## config.mk

```make
export PLATFORM = sky130hd
export DESIGN_NAME = mem_access_unit
export DESIGN_NICKNAME = d
export VERILOG_FILES = /design/src/rtl/mem_access_unit.sv
export SDC_FILE = /design/constraint.sdc
export NUM_CORES = 1
export LEC_CHECK = 0
export BUFFER_PORTS_ARGS = -buffer_cell sky130_fd_sc_hd__buf_4
export CAP_MARGIN = 15
export CORE_ASPECT_RATIO = 0.7
export CORE_MARGIN = 2
export CORE_UTILIZATION = 47
export CTS_CLUSTER_DIAMETER = 80
export CTS_CLUSTER_SIZE = 10
export DETAILED_ROUTE_END_ITERATION = 10
export GPL_ROUTABILITY_DRIVEN = 0
export PLACE_DENSITY = 0.77
export SLEW_MARGIN = 10
export SYNTH_ARGS = -nofsm -noshare
export SYNTH_HDL_FRONTEND = slang
export SYNTH_SLANG_ARGS = --single-unit
```

## constraint.sdc

```tcl
create_clock -name clk -period 2.1 [get_ports clk]
set_clock_uncertainty 0.15 [all_clocks]
set_input_delay 0.105 -clock clk [delete_from_list [all_inputs] [get_ports clk]]
set_output_delay 0.105 -clock clk [all_outputs]
set_load 0.05 [all_outputs]
```

## src/rtl/mem_access_unit.sv

```systemverilog
// Byte-addressed load/store front end for a word-addressed 256x32 data memory.
// Formats load data, performs read-modify-write for sub-word stores, and stalls via busy.
module mem_access_unit #(
  parameter int unsigned LITTLE_ENDIAN   = 1,
  parameter int unsigned ERR_ON_MISALIGN = 1
) (
  input  logic        clk,
  input  logic        rst_n,
  input  logic        req,
  input  logic [2:0]  op,
  input  logic [31:0] addr,
  input  logic [31:0] wdata,
  output logic [31:0] rdata,
  output logic        done,
  output logic        busy,
  output logic        err,
  output logic [31:0] mem_adress,
  output logic [31:0] mem_in_data,
  output logic        mem_memWr,
  output logic        mem_memRd,
  input  logic [31:0] mem_out_data
);

  localparam logic [2:0] OpLw  = 3'b000;
  localparam logic [2:0] OpLh  = 3'b001;
  localparam logic [2:0] OpLhu = 3'b010;
  localparam logic [2:0] OpLb  = 3'b011;
  localparam logic [2:0] OpLbu = 3'b100;
  localparam logic [2:0] OpSw  = 3'b101;
  localparam logic [2:0] OpSh  = 3'b110;
  localparam logic [2:0] OpSb  = 3'b111;

  typedef enum logic [2:0] {StIdle, StRead, StFmt, StMerge, StWrite, StDone} state_e;

  state_e      state_q, state_d;
  logic [2:0]  op_q, op_d;
  logic [31:0] addr_q, addr_d;
  logic [15:0] wdata_q, wdata_d;
  logic [31:0] rdata_q, rdata_d;
  logic [31:0] mem_in_data_q, mem_in_data_d;
  logic        err_q, err_d;

  logic        misaligned;
  logic [31:0] addr_aligned;
  logic [1:0]  byte_sel;
  logic        half_sel;
  logic [7:0]  lane_b;
  logic [15:0] lane_h;
  logic [31:0] fmt_word;
  logic [31:0] merged_word;

  // Alignment check on the incoming request; byte ops are always aligned.
  always_comb begin
    misaligned   = 1'b0;
    addr_aligned = addr;
    case (op)
      OpLw, OpSw: begin
        misaligned   = |addr[1:0];
        addr_aligned = {addr[31:2], 2'b00};
      end
      OpLh, OpLhu, OpSh: begin
        misaligned   = addr[0];
        addr_aligned = {addr[31:1], 1'b0};
      end
      default: ;
    endcase
  end

  // Big-endian mirrors the lane index within the word.
  assign byte_sel = (LITTLE_ENDIAN != 0) ? addr_q[1:0] : ~addr_q[1:0];
  assign half_sel = (LITTLE_ENDIAN != 0) ? addr_q[1]   : ~addr_q[1];
  assign lane_b   = mem_out_data[{byte_sel, 3'b000} +: 8];
  assign lane_h   = mem_out_data[{half_sel, 4'b0000} +: 16];

  always_comb begin
    case (op_q)
      OpLh:    fmt_word = {{16{lane_h[15]}}, lane_h};
      OpLhu:   fmt_word = {16'h0000, lane_h};
      OpLb:    fmt_word = {{24{lane_b[7]}}, lane_b};
      OpLbu:   fmt_word = {24'h000000, lane_b};
      default: fmt_word = mem_out_data;
    endcase
  end

  always_comb begin
    merged_word = mem_out_data;
    if (op_q == OpSb) begin
      merged_word[{byte_sel, 3'b000} +: 8] = wdata_q[7:0];
    end else begin
      merged_word[{half_sel, 4'b0000} +: 16] = wdata_q;
    end
  end

  always_comb begin
    state_d       = state_q;
    op_d          = op_q;
    addr_d        = addr_q;
    wdata_d       = wdata_q;
    rdata_d       = rdata_q;
    mem_in_data_d = mem_in_data_q;
    err_d         = err_q;
    case (state_q)
      StIdle: begin
        if (req) begin
          op_d    = op;
          wdata_d = wdata[15:0];
          addr_d  = (ERR_ON_MISALIGN != 0) ? addr : addr_aligned;
          err_d   = 1'b0;
          if (misaligned && (ERR_ON_MISALIGN != 0)) begin
            err_d   = 1'b1;
            state_d = StDone;
          end else if (op == OpSw) begin
            mem_in_data_d = wdata;
            state_d       = StWrite;
          end else begin
            state_d = StRead;
          end
        end
      end
      StRead:  state_d = (op_q <= OpLbu) ? StFmt : StMerge;
      StFmt: begin
        rdata_d = fmt_word;
        state_d = StDone;
      end
      StMerge: begin
        mem_in_data_d = merged_word;
        state_d       = StWrite;
      end
      StWrite: state_d = StDone;
      StDone:  state_d = StIdle;
      default: state_d = StIdle;
    endcase
  end

  always_ff @(posedge clk or negedge rst_n) begin
    if (!rst_n) begin
      state_q       <= StIdle;
      op_q          <= 3'b000;
      addr_q        <= 32'h0;
      wdata_q       <= 16'h0;
      rdata_q       <= 32'h0;
      mem_in_data_q <= 32'h0;
      err_q         <= 1'b0;
    end else begin
      state_q       <= state_d;
      op_q          <= op_d;
      addr_q        <= addr_d;
      wdata_q       <= wdata_d;
      rdata_q       <= rdata_d;
      mem_in_data_q <= mem_in_data_d;
      err_q         <= err_d;
    end
  end

  assign rdata       = rdata_q;
  assign err         = err_q;
  assign mem_in_data = mem_in_data_q;
  assign mem_adress  = {2'b00, addr_q[31:2]};
  assign busy        = (state_q != StIdle);
  assign done        = (state_q == StDone);
  assign mem_memRd   = (state_q == StRead);
  assign mem_memWr   = (state_q == StWrite);

endmodule

```

==> flow_summary.toml, run 1 <==
[finish]
final_nets = 1145
syn_to_final_growth_pct = 49.2
fin_util_pct = 71.5
n_antenna_cell = 0
drive_gt1_share_pct = 27.0

[cts]
cts.htree.levels = 4
clock-sinks = 119
clkTransAtPathRegs_ps = 60
cts_setup_buffers = 0
ctsRootBufferMaster = "clkbuf_16"
cts_buffers = 17
cts_tree = "yes"
clockBufferDepth = 2
clock_latency_ps = 420

[synth]
synth-xor-area-share_pct = 0.132
postSynthCellCount = 766
synthTopCellsByCount = "nand2_1 (202), dfrtp_1 (119), a21oi_1 (96)"
ys_ff_latch = 119
synthesis.area_um2 = 6620
synth-simple-area-share_pct = 17.4
synth_top_area_cell = "dfrtp_1"
synthMuxAreaShare_pct = 8.69
yosysTopAreaCellShare_pct = 45.0
ys.flop_type = "dfrtp_1"
synthArstFlopShare_pct = 100
synth.yosys.seq_area_share_pct = 45.0
synthMostInstantiatedCell = "nand2_1"
synthDistinctLibCells = 50
syn_area_per_cell_um2 = 8.65
synth_compound_area_share_pct = 20.1
synth_top_family_by_area = "compound AO/OA/AOI/OAI gates"
synth_edf_count = 0
yosysWarningCount = 0
synth_adder_area_share_pct = 0.944
synth_area_leaders = "dfrtp_1 (45%), nand2_1 (11%), mux2i_1 (8.3%)"

[worst_setup_path]
cp.arrival_ps = 2200
cpMostUsedCell = "a21oi_1"
cp.required_ps = 2290
crit_path_max_incr_delay_ps = 370
startpoint_type = "flop"
cp_cell_sequence = "buf_6, ha_1, nor4bb_2, buf_4, a221oi_1, a21oi_1, nor2_1, a21oi_1"
worstSetupPathType = "reg2reg"
cp-end-kind = "flop"
critPathSlowestCell = "dfrtp_1"
critPathMaxFanout = 18

[floorplanning]
die_w_um = 146
num_io_pins = 203
placementRows = 36
die_height_um = 103
fp.coreArea_um2 = 13800
start_util_pct = 47.9
die_area_um2 = 15100

[timing]
slew_headroom_pct = 62.7
min_period_ps = 2020
fin_crit_sh_pct = 96.0
setup_violations = 0
max_freq_mhz = 496
worst_pin_slew_ps = 557
slew_violations = 0
finalHoldViolCount = 0
worst_slack_ps = 84.7

[placed_design]
hpwl_mm = 14.9
portBuffers = 200
dp_slack_ps = -2.02

[grt]
grt_pass1_vias = 6657
antenna_found_initial = 0
grt_overflow = 0
grt_usage_pct = 30.3
grt_max_degree = 65
grt_first_pass_wirelength_mm = 35.7

[route]
drc = 0
via_per_inst = 5.53
drt-initial-drc-count = 696
vias = 6861
drt_wl_total_mm = 22.1
wire_per_inst_um = 17.9
dr.pass1.iters = 5
ant_nets = 0

[run]
drv_cap = 0

[pwr]
irDropWorstVdd_v = 0.00112
power.total_w = 0.0172
p_per_area_nw_per_um2 = 1740
p_leak_nw = 4.84

[status]
status = "finished clean"

[worst_hold_path]
hp-class = "in2async"
[critical path: cells and delay by family (launching register included)]
| family | cells | cell delay [ps] |
|---|---|---|
| adders and majority gates | 1 | 200 |
| buffers and inverters | 2 | 400 |
| AOI/OAI and AO/OA | 3 | 420 |
| DFF | 1 | 370 |
| and+or+nand+nor | 2 | 390 |
[sequential cells by signal, summed over array words and instances (netlist names)]
register	flops
wdata_q	16
err	1
rdata	32
state_q	3
mem_in_data	32
addr_q	32
op_q	3
[stage by stage]
stage / hold slack, ps / std cells / cell area, um2 / TNS (ps)
final: 77.9 / 1240 / 9890 / 0
after CTS: 87.2 / 1240 / 9840 / 0
after floorplan: -341 / 767 / 6630 / 0
after global routing: 134 / 1240 / 9890 / -86.5
after global placement: -19.5 / 1107 / 8210 / -1670
after detailed placement: -28.2 / 1108 / 8220 / -2.02
[placed cells by master (no fill, tap or decap), types with 4 or more instances in the layout]
cell type      synthesis  routed
buf_4                 36     229
nand2_1              202     201
dfrtp_1              119     119
dlygate4sd3_1          0     101
a21oi_1               96      96
nor2_1                60      60
mux2i_1               55      53
a221oi_1              32      32
o21ai_0               25      25
clkbuf_16              0      17
o21ai_1               10      10
o211ai_1               8       8
a222oi_1               8       8
o221ai_1               7       7
o2111ai_1              7       7
inv_1                  6       5
buf_12                 0       5
nor2b_1                5       4
ha_1                   5       4
[area by class of cell]
| type | instances | area (um2) |
|---|---|---|
| Clock buffer | 17 | 425 |
| Tap cell | 190 | 238 |
| Fill cell | 994 | 3940 |
| Timing Repair Buffer | 337 | 2850 |
| Inverter | 7 | 27.5 |
| Multi-Input combinational cell | 556 | 3190 |
| Sequential cell | 119 | 2980 |
| Clock inverter | 14 | 175 |
[final timing paths]
kind,from,to,slack (ps),cells past startpoint
setup / recovery,addr_q[0]$_DFFE_PN0P_,mem_in_data[29]$_DFFE_PN0P_,80,8
hold / removal,rst_n,rdata[30]$_DFFE_PN0N_,80,2
setup reg to reg,addr_q[0]$_DFFE_PN0P_,mem_in_data[29]$_DFFE_PN0P_,80,8
hold reg to reg,addr_q[23]$_DFFE_PN0P_,addr_q[23]$_DFFE_PN0P_,330,2
max in group asynchronous,rst_n,mem_in_data[8]$_DFFE_PN0P_,1080,3
min in group clk,addr[31],addr_q[31]$_DFFE_PN0P_,270,4
[cell families (layout without fill, tap and decap cells)]
logic type	Yosys count	after routing
and+or+nand+nor	286	286
AOI/OAI and AO/OA	205	205
DFF	119	119
buffers and inverters	92	375
muxes	57	57
adders and majority gates	5	5
other	1	2
xor gates and xnor gates	1	1
[where the power goes]
| part | internal [W] | switching, W | total, W |
|---|---|---|---|
| Clock | 0.00187 | 0.00110 | 0.00297 |
| Sequential | 0.00341 | 0.000842 | 0.00425 |
| Combinational | 0.00330 | 0.00666 | 0.00996 |
| Total | 0.00858 | 0.00860 | 0.0172 |
[repair_timing]
action | in CTS | in global routing
pin swaps | 0 | 1
hold buffers | 101 | 0
resized for setup | 1 | 10
endpoints found under the hold margin | 237 | 0
setup endpoints to repair | 1 | 15
[metal layers]
layer  up-vias  routed length (um)  GRT usage (%)
met2       378               10000           47.3
li1       3203                   -              -
met4         0                 331           7.47
met1      3246                9380           42.0
met5         -                   0              0
met3        34                2400           8.82
No activity file was read; power rests on OpenSTA's default activity.
==> inputs of run 2 (changes only) <==
- ABC_AREA: default -> 1
- CORE_UTILIZATION: 47 -> 48
- MAX_ROUTING_LAYER: default -> met4
==> flow_summary.toml, run 2 <==
[synth]
synth_top_family_by_area = "simple AND/OR/NAND/NOR gates"
synth-xor-area-share_pct = 0
synth_compound_area_share_pct = 8.83
synth_top_area_cell = "dfrtp_1"
synthDistinctLibCells = 29
syn_area_per_cell_um2 = 6.49
synth-simple-area-share_pct = 38.1
postSynthCellCount = 1155
synthesis.area_um2 = 7500
yosysWarningCount = 0
ys.flop_type = "dfrtp_1"
synth.yosys.seq_area_share_pct = 39.7
synthArstFlopShare_pct = 100
synthMuxAreaShare_pct = 0
synthTopCellsByCount = "nand2_1 (501), dfrtp_1 (119), inv_1 (100)"
synth_area_leaders = "dfrtp_1 (40%), nand2_1 (25%), inv_1 (5.0%)"
synth_adder_area_share_pct = 0.834
yosysTopAreaCellShare_pct = 39.7
synthMostInstantiatedCell = "nand2_1"
synth_edf_count = 0
ys_ff_latch = 119

[worst_setup_path]
rrSetupSlack_ps = 110
crit_path_max_incr_delay_ps = 560
cp-end-kind = "flop"
worstSetupStartpoint = "state_q[0]$_DFFE_PN0N_"
critPathCapture = "state_q[0]$_DFFE_PN0N_"
reg2regPathDepth = 7
cp.arrival_ps = 2130
critPathMaxFanout = 10
cp.required_ps = 2250
rr_startpoint = "state_q[0]$_DFFE_PN0N_"
cp_cell_sequence = "inv_2, nand3_1, buf_4, o21ai_0, a31oi_1, a21oi_1, dlygate4sd3_1"
critPathSlowestCell = "dlygate4sd3_1"
r2r_end = "state_q[0]$_DFFE_PN0N_"
startpoint_type = "flop"
worstSetupPathType = "reg2reg"

[timing]
rsz0062_at_grt = "no"
setup_violations = 0
min_period_ps = 1990
worst_pin_slew_ps = 609
fin_crit_sh_pct = 94.6
worst_slack_ps = 113
max_freq_mhz = 503
slew_violations = 0
whs_ps = 11.2
finalHoldViolCount = 0
tns_ps = 0
slew_headroom_pct = 59.4

[pwr]
p_per_area_nw_per_um2 = 1700
irDropWorstVdd_v = 0.00167
p_leak_nw = 5.70

[finish]
n_antenna_cell = 0
drive_gt1_share_pct = 22.3
syn_to_final_growth_pct = 38.6
multi_input_area_um2 = 3610
final_nets = 1504
final_cell_mix = "nand2_1 (501), buf_4 (219), dfrtp_1 (119), inv_1 (100), nor2_1 (97)"
finalNonFillerCells = 1610
fillCellCount = 1349
final_common_cell = "nand2_1"
regArea_um2 = 2980

[run]
drv_cap = 0

[worst_hold_path]
hp-class = "in2reg"
whs_path_depth = 5

[route]
drc = 0
via_per_inst = 5.17
ant_nets = 0
vias = 8328
wire_per_inst_um = 15.4
drt_wl_total_mm = 24.8
drt-initial-drc-count = 957
dr.pass1.iters = 7

[floorplanning]
placementRows = 38
num_io_pins = 203
die_w_um = 153
die_height_um = 109
die_area_um2 = 16700
fp.coreArea_um2 = 15400
start_util_pct = 48.7

[cts]
clockBufferDepth = 2
clkTransAtPathRegs_ps = 60
cts.htree.levels = 4
ctsRootBufferMaster = "clkbuf_16"
cts_tree = "yes"
cts_buffers = 17
clock_latency_ps = 410
cts_setup_buffers = 0
clock-sinks = 119

[placed_design]
dp_slack_ps = 163
portBuffers = 200
hpwl_mm = 17.3
post-place-cells = 1493

[grt]
grt_usage_pct = 30.3
antenna_found_initial = 0
grt_pass1_vias = 7677
grt_max_degree = 65
grt_first_pass_wirelength_mm = 38.7
grt_overflow = 0

[status]
status = "finished clean"
[run 2: stage by stage]
step                      cell area [um2]  utilization [%]  total power [W]
after CTS                           10400             67.4           0.0175
after floorplan                      7500                -           0.0120
after global placement               8990             58.4           0.0144
final                               10400             67.5           0.0177
after global routing                10400             67.5           0.0188
after detailed placement             8990             58.4           0.0146
[run 2: how the worst min path moves through the flow]
stage / slack, ps / endpoint / startpoint
CTS: 4 / mem_in_data[15]$_DFFE_PN0P_ / mem_out_data[15]
finish: 10 / rdata[23]$_DFFE_PN0N_ / mem_out_data[23]
floorplan: -340 / addr_q[0]$_DFFE_PN0P_ / rst_n
global placement: -6 / rdata[31]$_DFFE_PN0N_ / rst_n
detailed placement: -10 / rdata[31]$_DFFE_PN0N_ / rst_n
global route: 50 / mem_in_data[14]$_DFFE_PN0P_ / mem_out_data[14]
[run 2: repair_timing]
action | in CTS | in global routing
hold endpoints to repair | 200 | 0
endpoints found under the setup margin | 0 | 12
hold buffers | 85 | 0
resized for setup | 0 | 3
[run 2: area by class of cell]
type,count,area share [%]
clock inverters,14,0.987
inverters,110,3.97
well taps,200,2.41
flip-flops and latches,119,28.6
repair buffers,310,25.1
multi-input cells,839,34.7
clock buffers,18,4.22
[run 2: kinds of logic after synthesis]
family | count (synthesis)
other | 1
adders and majority gates | 5
AOI/OAI and AO/OA | 124
buffers and inverters | 198
DFF | 119
and+or+nand+nor | 708
[run 2: layer usage]
layer  routed length, um  global-route usage [%]  share of wire [%]  vias up
met2               11100                    44.1                 45      465
li1                    -                       -                  -     3982
met4                 615                    9.90                2.5        0
met5                   0                       -                  0        -
met1               10700                    42.5                 43     3816
met3                2400                    6.05                9.7       65
[run 2: critical path, delay by kind of cell, from the launching register on]
kind                   cells  cell delay [ps]
and+or+nand+nor            1              100
AOI/OAI and AO/OA          3              390
DFF                        1              400
buffers and inverters      3              830
[run 2: power by group]
| part | internal [W] | switching [W] |
|---|---|---|
| clock network | 0.00155 | 0.00116 |
| registers | 0.00342 | 0.000754 |
| logic | 0.00325 | 0.00759 |
| total | 0.00822 | 0.00951 |
